[config.mk]
export PLATFORM = sky130hd
export DESIGN_NAME = tuser_tuple_sequencer_flat
export DESIGN_NICKNAME = d
export VERILOG_FILES = /design/src/rtl/tuser_tuple_sequencer_pkg.sv /design/src/rtl/tuser_tuple_sequencer_if.sv /design/src/rtl/tuser_tuple_sequencer_tuple_fifo.sv /design/src/rtl/tuser_tuple_sequencer.sv /design/src/flat_wrapper.sv
export SDC_FILE = /design/constraint.sdc
export NUM_CORES = 1
export LEC_CHECK = 0
export BUFFER_PORTS_ARGS = -buffer_cell sky130_fd_sc_hd__buf_2
export CORE_UTILIZATION = 40
export DETAILED_ROUTE_END_ITERATION = 8
export MAX_ROUTING_LAYER = met4
export PLACE_DENSITY = 0.58
export SLEW_MARGIN = 0
export SYNTH_ARGS = -nofsm -noshare
export SYNTH_HDL_FRONTEND = slang
export SYNTH_SLANG_ARGS = --single-unit
[constraint.sdc]
create_clock -name axis_aclk -period 24.5 [get_ports axis_aclk]
set_input_delay 7.35 -clock axis_aclk [delete_from_list [all_inputs] [get_ports axis_aclk]]
set_output_delay 7.35 -clock axis_aclk [all_outputs]
set_load 0.01 [all_outputs]
[src/rtl/tuser_tuple_sequencer_pkg.sv]
// Shared types and constants for the TUSER tuple sequencer.
// Holds the FSM state encodings, FIFO sizing and the SUME TUSER port-field layout.
package tuser_seq_pkg;

  typedef enum logic {
    IN_SOP  = 1'b0,
    IN_BODY = 1'b1
  } in_state_t;

  typedef enum logic {
    OUT_SOP  = 1'b0,
    OUT_BODY = 1'b1
  } out_state_t;

  localparam int TUPLE_FIFO_DEPTH_DFLT = 8;
  localparam int TUPLE_FIFO_AW         = $clog2(TUPLE_FIFO_DEPTH_DFLT);

  // SUME TUSER layout: [15:0] length, [23:16] src port, [31:24] dst port
  localparam int TUSER_PORT_W       = 8;
  localparam int TUSER_SRC_PORT_LSB = 16;
  localparam int TUSER_DST_PORT_LSB = 24;

endpackage

[src/rtl/tuser_tuple_sequencer_if.sv]
// Stream, tuple and processor handshake signals around the tuple sequencer.
// The slave modport is the sequencer's view; master is the surrounding environment.
interface tuser_tuple_sequencer_if #(
  parameter int TW = 128
);

  logic          s_axis_tvalid;
  logic          s_axis_tlast;
  logic [TW-1:0] s_axis_tuser;
  logic          s_axis_tready;
  logic          p4_in_tready;
  logic          tuple_in_valid;
  logic [TW-1:0] tuple_in_data;
  logic          tuple_out_valid;
  logic [TW-1:0] tuple_out_data;
  logic          p4_out_tvalid;
  logic          p4_out_tlast;
  logic          p4_out_tready;
  logic          m_axis_tvalid;
  logic          m_axis_tready;
  logic [TW-1:0] m_axis_tuser;

  modport slave (
    input  s_axis_tvalid, s_axis_tlast, s_axis_tuser, p4_in_tready,
    input  tuple_out_valid, tuple_out_data, p4_out_tvalid, p4_out_tlast,
    input  m_axis_tready,
    output s_axis_tready, tuple_in_valid, tuple_in_data, p4_out_tready,
    output m_axis_tvalid, m_axis_tuser
  );

  modport master (
    output s_axis_tvalid, s_axis_tlast, s_axis_tuser, p4_in_tready,
    output tuple_out_valid, tuple_out_data, p4_out_tvalid, p4_out_tlast,
    output m_axis_tready,
    input  s_axis_tready, tuple_in_valid, tuple_in_data, p4_out_tready,
    input  m_axis_tvalid, m_axis_tuser
  );

endinterface

[src/rtl/tuser_tuple_sequencer_tuple_fifo.sv]
// Synchronous FIFO of processor result tuples with a registered head.
// A push into an empty FIFO shows up at the head one cycle later; there is no bypass.
module tuple_fifo
  import tuser_seq_pkg::*;
#(
  parameter int W     = 128,
  parameter int DEPTH = TUPLE_FIFO_DEPTH_DFLT
) (
  input  logic         axis_aclk,
  input  logic         axis_resetn,
  input  logic         push,
  input  logic [W-1:0] din,
  input  logic         pop,
  output logic [W-1:0] head,
  output logic         full,
  output logic         empty
);

  localparam int AW = $clog2(DEPTH);
  localparam int LW = $clog2(DEPTH + 1);

  logic [W-1:0]  mem [DEPTH];
  logic [AW-1:0] rd_ptr;
  logic [AW-1:0] wr_ptr;
  logic [AW-1:0] rd_next;
  logic [LW-1:0] level;
  logic          do_push;
  logic          do_pop;

  assign empty   = (level == '0);
  assign full    = (level == LW'(DEPTH));
  assign do_pop  = pop & ~empty;
  assign do_push = push & (~full | do_pop);
  assign rd_next = rd_ptr + 1'b1;

  always_ff @(posedge axis_aclk) begin
    if (do_push) mem[wr_ptr] <= din;
  end

  // Head reloads from the incoming tuple when it would otherwise become the oldest entry
  always_ff @(posedge axis_aclk or negedge axis_resetn) begin
    if (!axis_resetn) begin
      rd_ptr <= '0;
      wr_ptr <= '0;
      level  <= '0;
      head   <= '0;
    end else begin
      if (do_push) wr_ptr <= wr_ptr + 1'b1;
      if (do_pop)  rd_ptr <= rd_next;
      case ({do_push, do_pop})
        2'b10:   level <= level + 1'b1;
        2'b01:   level <= level - 1'b1;
        default: level <= level;
      endcase
      if (do_push && (empty || (do_pop && level == LW'(1)))) begin
        head <= din;
      end else if (do_pop && level > LW'(1)) begin
        head <= mem[rd_next];
      end
    end
  end

endmodule

[src/rtl/tuser_tuple_sequencer.sv]
// Carries SUME TUSER through the P4 processor: SOP tuser goes out as tuple_in,
// tuple_out results are queued and re-attached to their packet on the egress stream.
module tuser_tuple_sequencer
  import tuser_seq_pkg::*;
#(
  parameter int C_TUSER_WIDTH    = 128,
  parameter int TUPLE_FIFO_DEPTH = TUPLE_FIFO_DEPTH_DFLT,
  parameter int CNT_WIDTH        = 32
) (
  input  logic                 axis_aclk,
  input  logic                 axis_resetn,
  tuser_tuple_sequencer_if.slave bus,
  output logic [CNT_WIDTH-1:0] pkt_in_cnt,
  output logic [CNT_WIDTH-1:0] pkt_out_cnt,
  output logic                 err_overflow
);

  in_state_t          in_state;
  in_state_t          in_state_nxt;
  out_state_t         out_state;
  out_state_t         out_state_nxt;
  logic               in_hs;
  logic               tuple_vld;
  logic               m_valid;
  logic               p4_ready;
  logic               out_hs;
  logic               fifo_pop;
  logic               fifo_full;
  logic               fifo_empty;
  logic [C_TUSER_WIDTH-1:0] fifo_head;

  // Combinational outputs are gated by reset so every output reads 0 while reset is held
  assign in_hs             = axis_resetn & bus.s_axis_tvalid & bus.p4_in_tready;
  assign bus.s_axis_tready = axis_resetn & bus.p4_in_tready;
  assign bus.tuple_in_valid = tuple_vld;
  assign bus.tuple_in_data = axis_resetn ? bus.s_axis_tuser : '0;

  always_ff @(posedge axis_aclk or negedge axis_resetn) begin
    if (!axis_resetn) in_state <= IN_SOP;
    else              in_state <= in_state_nxt;
  end

  always_comb begin
    in_state_nxt = in_state;
    tuple_vld    = 1'b0;
    case (in_state)
      IN_SOP: begin
        tuple_vld = in_hs;
        if (in_hs && !bus.s_axis_tlast) in_state_nxt = IN_BODY;
      end
      IN_BODY: begin
        if (in_hs && bus.s_axis_tlast) in_state_nxt = IN_SOP;
      end
      default: in_state_nxt = IN_SOP;
    endcase
  end

  always_ff @(posedge axis_aclk or negedge axis_resetn) begin
    if (!axis_resetn) out_state <= OUT_SOP;
    else              out_state <= out_state_nxt;
  end

  // A packet may only start once its tuple is at the FIFO head; mid-packet beats flow freely
  always_comb begin
    out_state_nxt = out_state;
    m_valid       = 1'b0;
    p4_ready      = 1'b0;
    case (out_state)
      OUT_SOP: begin
        m_valid  = bus.p4_out_tvalid & ~fifo_empty;
        p4_ready = bus.m_axis_tready & ~fifo_empty;
        if (m_valid && bus.m_axis_tready && !bus.p4_out_tlast) out_state_nxt = OUT_BODY;
      end
      OUT_BODY: begin
        m_valid  = bus.p4_out_tvalid;
        p4_ready = bus.m_axis_tready;
        if (m_valid && bus.m_axis_tready && bus.p4_out_tlast) out_state_nxt = OUT_SOP;
      end
      default: out_state_nxt = OUT_SOP;
    endcase
  end

  assign out_hs            = m_valid & bus.m_axis_tready;
  assign fifo_pop          = out_hs & bus.p4_out_tlast;
  assign bus.m_axis_tvalid = m_valid;
  assign bus.p4_out_tready = p4_ready;
  assign bus.m_axis_tuser  = fifo_head;

  tuple_fifo #(
    .W     (C_TUSER_WIDTH),
    .DEPTH (TUPLE_FIFO_DEPTH)
  ) u_tuple_fifo (
    .axis_aclk   (axis_aclk),
    .axis_resetn (axis_resetn),
    .push        (bus.tuple_out_valid),
    .din         (bus.tuple_out_data),
    .pop         (fifo_pop),
    .head        (fifo_head),
    .full        (fifo_full),
    .empty       (fifo_empty)
  );

  always_ff @(posedge axis_aclk or negedge axis_resetn) begin
    if (!axis_resetn) begin
      pkt_in_cnt   <= '0;
      pkt_out_cnt  <= '0;
      err_overflow <= 1'b0;
    end else begin
      if (in_hs && bus.s_axis_tlast) pkt_in_cnt <= pkt_in_cnt + 1'b1;
      if (fifo_pop)                  pkt_out_cnt <= pkt_out_cnt + 1'b1;
      if (bus.tuple_out_valid && fifo_full && !fifo_pop) err_overflow <= 1'b1;
    end
  end

endmodule
[src/flat_wrapper.sv]
// flat-port wrapper written by rule: the top's interface ports become plain ports
module tuser_tuple_sequencer_flat import tuser_seq_pkg::*;
#(
  parameter int C_TUSER_WIDTH    = 128,
  parameter int TUPLE_FIFO_DEPTH = TUPLE_FIFO_DEPTH_DFLT,
  parameter int CNT_WIDTH        = 32
)
  (axis_aclk, axis_resetn, pkt_in_cnt, pkt_out_cnt, err_overflow, bus_s_axis_tvalid, bus_s_axis_tlast, bus_s_axis_tuser, bus_p4_in_tready, bus_tuple_out_valid, bus_tuple_out_data, bus_p4_out_tvalid, bus_p4_out_tlast, bus_m_axis_tready, bus_s_axis_tready, bus_tuple_in_valid, bus_tuple_in_data, bus_p4_out_tready, bus_m_axis_tvalid, bus_m_axis_tuser);
  tuser_tuple_sequencer_if bus_i ();
  input  logic axis_aclk;
  input  logic axis_resetn;
  output logic [CNT_WIDTH-1:0] pkt_in_cnt;
  output logic [CNT_WIDTH-1:0] pkt_out_cnt;
  output logic err_overflow;
  input wire logic [$bits(bus_i.s_axis_tvalid)-1:0] bus_s_axis_tvalid;
  input wire logic [$bits(bus_i.s_axis_tlast)-1:0] bus_s_axis_tlast;
  input wire logic [$bits(bus_i.s_axis_tuser)-1:0] bus_s_axis_tuser;
  input wire logic [$bits(bus_i.p4_in_tready)-1:0] bus_p4_in_tready;
  input wire logic [$bits(bus_i.tuple_out_valid)-1:0] bus_tuple_out_valid;
  input wire logic [$bits(bus_i.tuple_out_data)-1:0] bus_tuple_out_data;
  input wire logic [$bits(bus_i.p4_out_tvalid)-1:0] bus_p4_out_tvalid;
  input wire logic [$bits(bus_i.p4_out_tlast)-1:0] bus_p4_out_tlast;
  input wire logic [$bits(bus_i.m_axis_tready)-1:0] bus_m_axis_tready;
  output wire logic [$bits(bus_i.s_axis_tready)-1:0] bus_s_axis_tready;
  output wire logic [$bits(bus_i.tuple_in_valid)-1:0] bus_tuple_in_valid;
  output wire logic [$bits(bus_i.tuple_in_data)-1:0] bus_tuple_in_data;
  output wire logic [$bits(bus_i.p4_out_tready)-1:0] bus_p4_out_tready;
  output wire logic [$bits(bus_i.m_axis_tvalid)-1:0] bus_m_axis_tvalid;
  output wire logic [$bits(bus_i.m_axis_tuser)-1:0] bus_m_axis_tuser;
  assign bus_i.s_axis_tvalid = bus_s_axis_tvalid;
  assign bus_i.s_axis_tlast = bus_s_axis_tlast;
  assign bus_i.s_axis_tuser = bus_s_axis_tuser;
  assign bus_i.p4_in_tready = bus_p4_in_tready;
  assign bus_i.tuple_out_valid = bus_tuple_out_valid;
  assign bus_i.tuple_out_data = bus_tuple_out_data;
  assign bus_i.p4_out_tvalid = bus_p4_out_tvalid;
  assign bus_i.p4_out_tlast = bus_p4_out_tlast;
  assign bus_i.m_axis_tready = bus_m_axis_tready;
  assign bus_s_axis_tready = bus_i.s_axis_tready;
  assign bus_tuple_in_valid = bus_i.tuple_in_valid;
  assign bus_tuple_in_data = bus_i.tuple_in_data;
  assign bus_p4_out_tready = bus_i.p4_out_tready;
  assign bus_m_axis_tvalid = bus_i.m_axis_tvalid;
  assign bus_m_axis_tuser = bus_i.m_axis_tuser;
  tuser_tuple_sequencer #(.C_TUSER_WIDTH(C_TUSER_WIDTH), .TUPLE_FIFO_DEPTH(TUPLE_FIFO_DEPTH), .CNT_WIDTH(CNT_WIDTH)) u_core (.axis_aclk(axis_aclk), .axis_resetn(axis_resetn), .bus(bus_i), .pkt_in_cnt(pkt_in_cnt), .pkt_out_cnt(pkt_out_cnt), .err_overflow(err_overflow));
endmodule
Yosys cells after proc, flatten, opt, wreduce, memory -nomap -nowiden

Memory sizes are Yosys's and may differ from the RTL's.
Cells that the tools add are included.

Memory bits (writable): 1024
Word-level logic and storage cells: 68
Output and inout bits: 325
Memories: 1
Input port bits: 265
Bits in registers: 205

Add/subtract/negate cells: 6
Mux-type cells: 15
Reduce and logical (&&, ||, !) cells: 18
Bitwise operators: 14
Order comparisons: 1
Equality and inequality tests: 4

Memory list:

| name                    | depth | width | rd ports | clocked after Yosys merged registers in | write ports | line                                   | text |
|---|---|---|---|---|---|---|---|
| u_core.u_tuple_fifo.mem | 8     | 128   | 1        | 0                                       | 1           | tuser_tuple_sequencer_tuple_fifo.sv:22 | `logic [W-1:0] mem [DEPTH];` |

Operator list:

| kind                                                                             | number |
|---|---|
| 128-bit two-way mux                                                              | 3 |
| 32-bit by 1-bit adder with 32-bit output (second input constant)                 | 2 |
| 1-bit logical AND                                                                | 11 |
| 1-bit AND                                                                        | 9 |
| 1-bit one-hot mux with 2 select lines                                            | 4 |
| 4-bit one-hot mux with 2 select lines                                            | 1 |
| 1-bit two-way mux                                                                | 7 |
| 3-bit by 1-bit adder with 3-bit output (second input constant)                   | 2 |
| 4-bit by 1-bit adder with 4-bit output (second input constant)                   | 1 |
| 4-bit by 1-bit == test with 1-bit output (second input constant)                 | 1 |
| 4-bit == test (second input constant)                                            | 1 |
| 4-bit by 1-bit greater-than comparator with 1-bit output (second input constant) | 1 |
| 4-bit logical NOT                                                                | 1 |
| 1-bit NOT                                                                        | 4 |
| 2-bit nonzero test                                                               | 2 |
| 4-bit by 1-bit subtractor with 4-bit output (second input constant)              | 1 |
| 1-bit logical NOT                                                                | 3 |
| 2-bit by 1-bit == test with 1-bit output (second input constant)                 | 1 |
| 2-bit == test (second input constant)                                            | 1 |
| 1-bit logical OR                                                                 | 1 |
| 1-bit OR                                                                         | 1 |

Longest topological paths before layout

Depth after elaboration: 11
Gate-level depth with buffers: 9

By module

From an unflattened synthesis, not the netlist that was laid out.

Cell total of the unflattened synthesis: 2401
Area total of the unflattened synthesis: 48312.6 µm²

Modules (own cells, without submodules):

| module                | sequential area each (µm²) | area an instance (µm²) | cells each | instances |
|---|---|---|---|---|
| tuple_fifo            | 34202.8                    | 44447.6                | 1986       | 1 |
| tuser_tuple_sequencer | 1676.6                     | 3865.0                 | 415        | 1 |

Worst setup path before layout

Ideal clock, no wire load.

Path kind: input port to flip-flop
Start: input port bus_p4_out_tvalid
End: memory u_core.u_tuple_fifo.mem[2][0], enable pin
Slack: 2455 ps
Data arrival time: 21071 ps
Stages: 4
Required time: 23527 ps
Cell sequence: and3_1 -> clkbuf_1 -> o21ai_1 -> nor4b_1

Word-level cells in the longest chain between the ends: 9

RTL lines:

| element                                   | line                                   | text |
|---|---|---|
| start, declared                           | flat_wrapper.sv:21                     | `input wire logic [$bits(bus_i.p4_out_tvalid)-1:0] bus_p4_out_tvalid;` |
| 1-bit AND                                 | tuser_tuple_sequencer.sv:70            | `m_valid = bus.p4_out_tvalid & ~fifo_empty;` |
| 1-bit one-hot mux with 2 select lines *   | tuser_tuple_sequencer.sv:68            | `case (out_state)` |
| 1-bit AND *                               | tuser_tuple_sequencer.sv:83            | `assign out_hs = m_valid & bus.m_axis_tready;` |
| 1-bit AND *                               | tuser_tuple_sequencer.sv:84            | `assign fifo_pop = out_hs & bus.p4_out_tlast;` |
| 1-bit AND *                               | tuser_tuple_sequencer_tuple_fifo.sv:32 | `assign do_pop = pop & ~empty;` |
| 1-bit OR *                                | tuser_tuple_sequencer_tuple_fifo.sv:33 | `assign do_push = push & (~full \| do_pop);` |
| 1-bit AND *                               | tuser_tuple_sequencer_tuple_fifo.sv:33 |  |
| 1-bit two-way mux *                       | tuser_tuple_sequencer_tuple_fifo.sv:37 | `if (do_push) mem[wr_ptr] <= din;` |
| 1-bit two-way mux (not written as such) * | tuser_tuple_sequencer_tuple_fifo.sv:37 |  |
| end, declared                             | tuser_tuple_sequencer_tuple_fifo.sv:22 |  |

Every way passes the cells marked *; elsewhere a longest branch is shown, timed or not.

Worst setup path after layout

Start: input port axis_resetn
End: output port bus_tuple_in_valid

Word-level cells in the longest chain between the ends: 3

RTL lines:

| element                 | line                        | text |
|---|---|---|
| start, declared         | flat_wrapper.sv:11          | `input logic axis_resetn;` |
| 1-bit AND (2 in series) | tuser_tuple_sequencer.sv:33 | `assign in_hs = axis_resetn & bus.s_axis_tvalid & bus.p4_in_tready;` |
| 1-bit two-way mux       | tuser_tuple_sequencer.sv:46 | `case (in_state)` |
| end, declared           | flat_wrapper.sv:25          | `output wire logic [$bits(bus_i.tuple_in_valid)-1:0] bus_tuple_in_valid;` |

No other way between the ends.

==> out/results.ini <==
[clocking]
clk_latency_ps=750
ctsLongestPathBuffers=3
clk_pin_slew_ps=50
clock-sinks=1229
htreeDepth=4
cts-buffers-inserted=133
cts_root_buf=clkbuf_16
postCtsSetupRepairBufs=0
post_cts_resized=0
cts_tree=built
cts_hold_buf=0

[hold_path]
hold_path.class=reg2reg
worstHoldPathCells=1

[synth]
synth-seq-area-share=0.750
synth_area_um2=47800
postSynth.asyncResetShare=0.167
synth_edf_count=1024
ys.warnings.count=0
syn_inst=2409
synth.top_cell.area_share=0.643
synth_fp_nets=2681
synth_largest_area_cell=edfxtp_1
synthTopCellsByArea=edfxtp_1 64%, mux4_2 12%, dfrtp_1 11%
yosysMostFrequentCell=edfxtp_1
postSynthAreaPerCell_um2=19.9
synth_flop_cell=edfxtp_1
synth_cell_types=52
synth_commonest_cells=1024 x edfxtp_1, 256 x mux4_2, 205 x dfrtp_1
synth-seq-cells=1229

[power_and_ir_drop]
leakagePower_nw=20.7
vdd_drop_max_mv=0.120
power_density_nw_per_um2=125
design_power_total_mw=7.10

[die]
start_util=0.405
num_rows=126
die_x_um=348
die_y_um=348
io_pins=590
die_area_um2=121000
core_area_um2=118000

[run]
drv_cap=0

[timing]
worst_pin_slew_ps=1200
max-slew-margin-rel=0.198
finalClockSkew_ps=20.5
max_freq_mhz=59.6
hold_viol_final=0
layout_min_cycle_time_ps=16790
rsz0062_at_grt=no
setup_tns_ps=0
finalSetupViolCount=0
fin_crit_sh=0.685
maxSlewViolCount=0

[final_layout]
post-route-util=0.482
syn_to_final_growth_pct=19.0
drive_gt1_frac=0.357
nNetsFinal=3305

[drt]
wl_per_cell_um=26.6
first_pass_iters=5
vias=25699
drc=0
viasPerCell=5.48
antenna_left=0
wirelength_um=125000
initialDrtViolationCount=1824

[run_status]
outcome=complete, no violations

[setup_path]
endpoint_kind=primary output
critical_path_peak_fanout=164
reg2reg_depth=6
crit_type=in2out
cp.required_ps=17150
arrival_ps=9440
startpoint_type=primary input

[global_routing]
grt_pass1_vias=26894
track_usage=0.212
grt_start_max_net_pins=165
grt.overflow.total=0
grt_antenna_before_repair=35
grt_pass1_wl_um=182000

[placed_design]
io_buffers=589
hpwlAfterDp_um=68700
gp_congestion=0.837

layer usage:
metal | vias to the layer above | wire length (um) | GRT usage
met1 | 13592 | 49100 | 0.254
met4 | 0 | 4160 | 0.0742
met3 | 212 | 7240 | 0.0453
met2 | 836 | 64300 | 0.355
li1 | 11059 | - | -
met5 | - | 0 | -
critical path: stages:
cell	delay (ps)
buf_8	550
buf_12	460
and2_1	270
nand2_1	90
nor2_1	150
buf_2	180
stage by stage:
step                      hold WS (ps)  instances  setup WS, ps  cell area, um2
after detailed placement           474       4434          7640           52600
after CTS                          496       4677          7640           56900
after global routing               512       4691          7480           56900
after global placement             459       4434          7710           52600
after floorplan                    450       2409          2460           47800
final                              487       4691          7710           56900
state kept, by name (all words and copies together) (netlist names), named ones only:
| name | flops |
|---|---|
| u_core.err_overflow | 1 |
| u_core.out_state | 1 |
| u_core.pkt_in_cnt | 32 |
| u_core.pkt_out_cnt | 32 |
| u_core.u_tuple_fifo.head | 128 |
| u_core.u_tuple_fifo.level | 4 |
| u_core.u_tuple_fifo.mem | 1024 |
| u_core.u_tuple_fifo.rd_ptr | 3 |
| u_core.u_tuple_fifo.wr_ptr | 3 |
cell families (layout without fill, tap and decap cells):
logic type               after synthesis  in the layout  share of synthesized area
adder cells (fa/ha/maj)                7              7                    0.00183
multiplexers                         386            386                      0.148
flip-flops                          1229           1229                      0.750
other                                  0             14                          0
XOR/XNOR                              69             69                     0.0126
buffers and inverters                153            885                     0.0142
AO/OA/AOI/OAI                        272            272                     0.0358
AND/OR/NAND/NOR                      293            293                     0.0376
worst paths after layout:
check,from,to,slack [ps]
max,axis_resetn,bus_tuple_in_valid,7710
min,u_core.err_overflow$_DFFE_PN0P_,u_core.err_overflow$_DFFE_PN0P_,490
max reg2reg,u_core.u_tuple_fifo.rd_ptr[0]$_DFFE_PN0P_,u_core.u_tuple_fifo.head[103]$_DFFE_PN0P_,20100
min reg2reg,u_core.err_overflow$_DFFE_PN0P_,u_core.err_overflow$_DFFE_PN0P_,490
max in group asynchronous,axis_resetn,u_core.u_tuple_fifo.head[48]$_DFFE_PN0P_,16290
min in group asynchronous,axis_resetn,u_core.pkt_out_cnt[14]$_DFFE_PN0N_,6660
placed cells by master, fill, tap and decap left out, types with 8 or more instances in the layout:
cell type / n
nand3_1: 24
nand4_1: 21
clkbuf_16: 133
xor2_1: 24
and2_1: 130
buf_2: 588
xnor2_1: 44
o21ai_0: 132
inv_1: 12
clkbuf_1: 26
nor4_1: 8
nand2_1: 36
mux4_2: 256
edfxtp_1: 1024
clkinv_1: 15
bufinv_16: 8
buf_4: 33
a22oi_1: 128
diode_2: 14
buf_12: 8
mux2i_1: 128
nor3_1: 8
clkinv_2: 29
clkbuf_8: 15
dfrtp_1: 204
nor2_1: 17
layout make-up:
class / instances / area, um2
fill: 9874 / 61300
sequential: 1229 / 35900
multi-input combinational: 1027 / 11400
clock buffer: 174 / 3630
timing repair buffer: 630 / 3370
tap: 1536 / 1920
clock inverter: 69 / 681
inverter: 12 / 45.0
antenna: 14 / 35.0
power breakdown:
group	total [mW]	switching, mW	internal, mW
clock network	1.97	0.826	1.14
registers	2.79	0.141	2.65
logic	2.34	1.23	1.11
(Power assumes the default switching activity.)
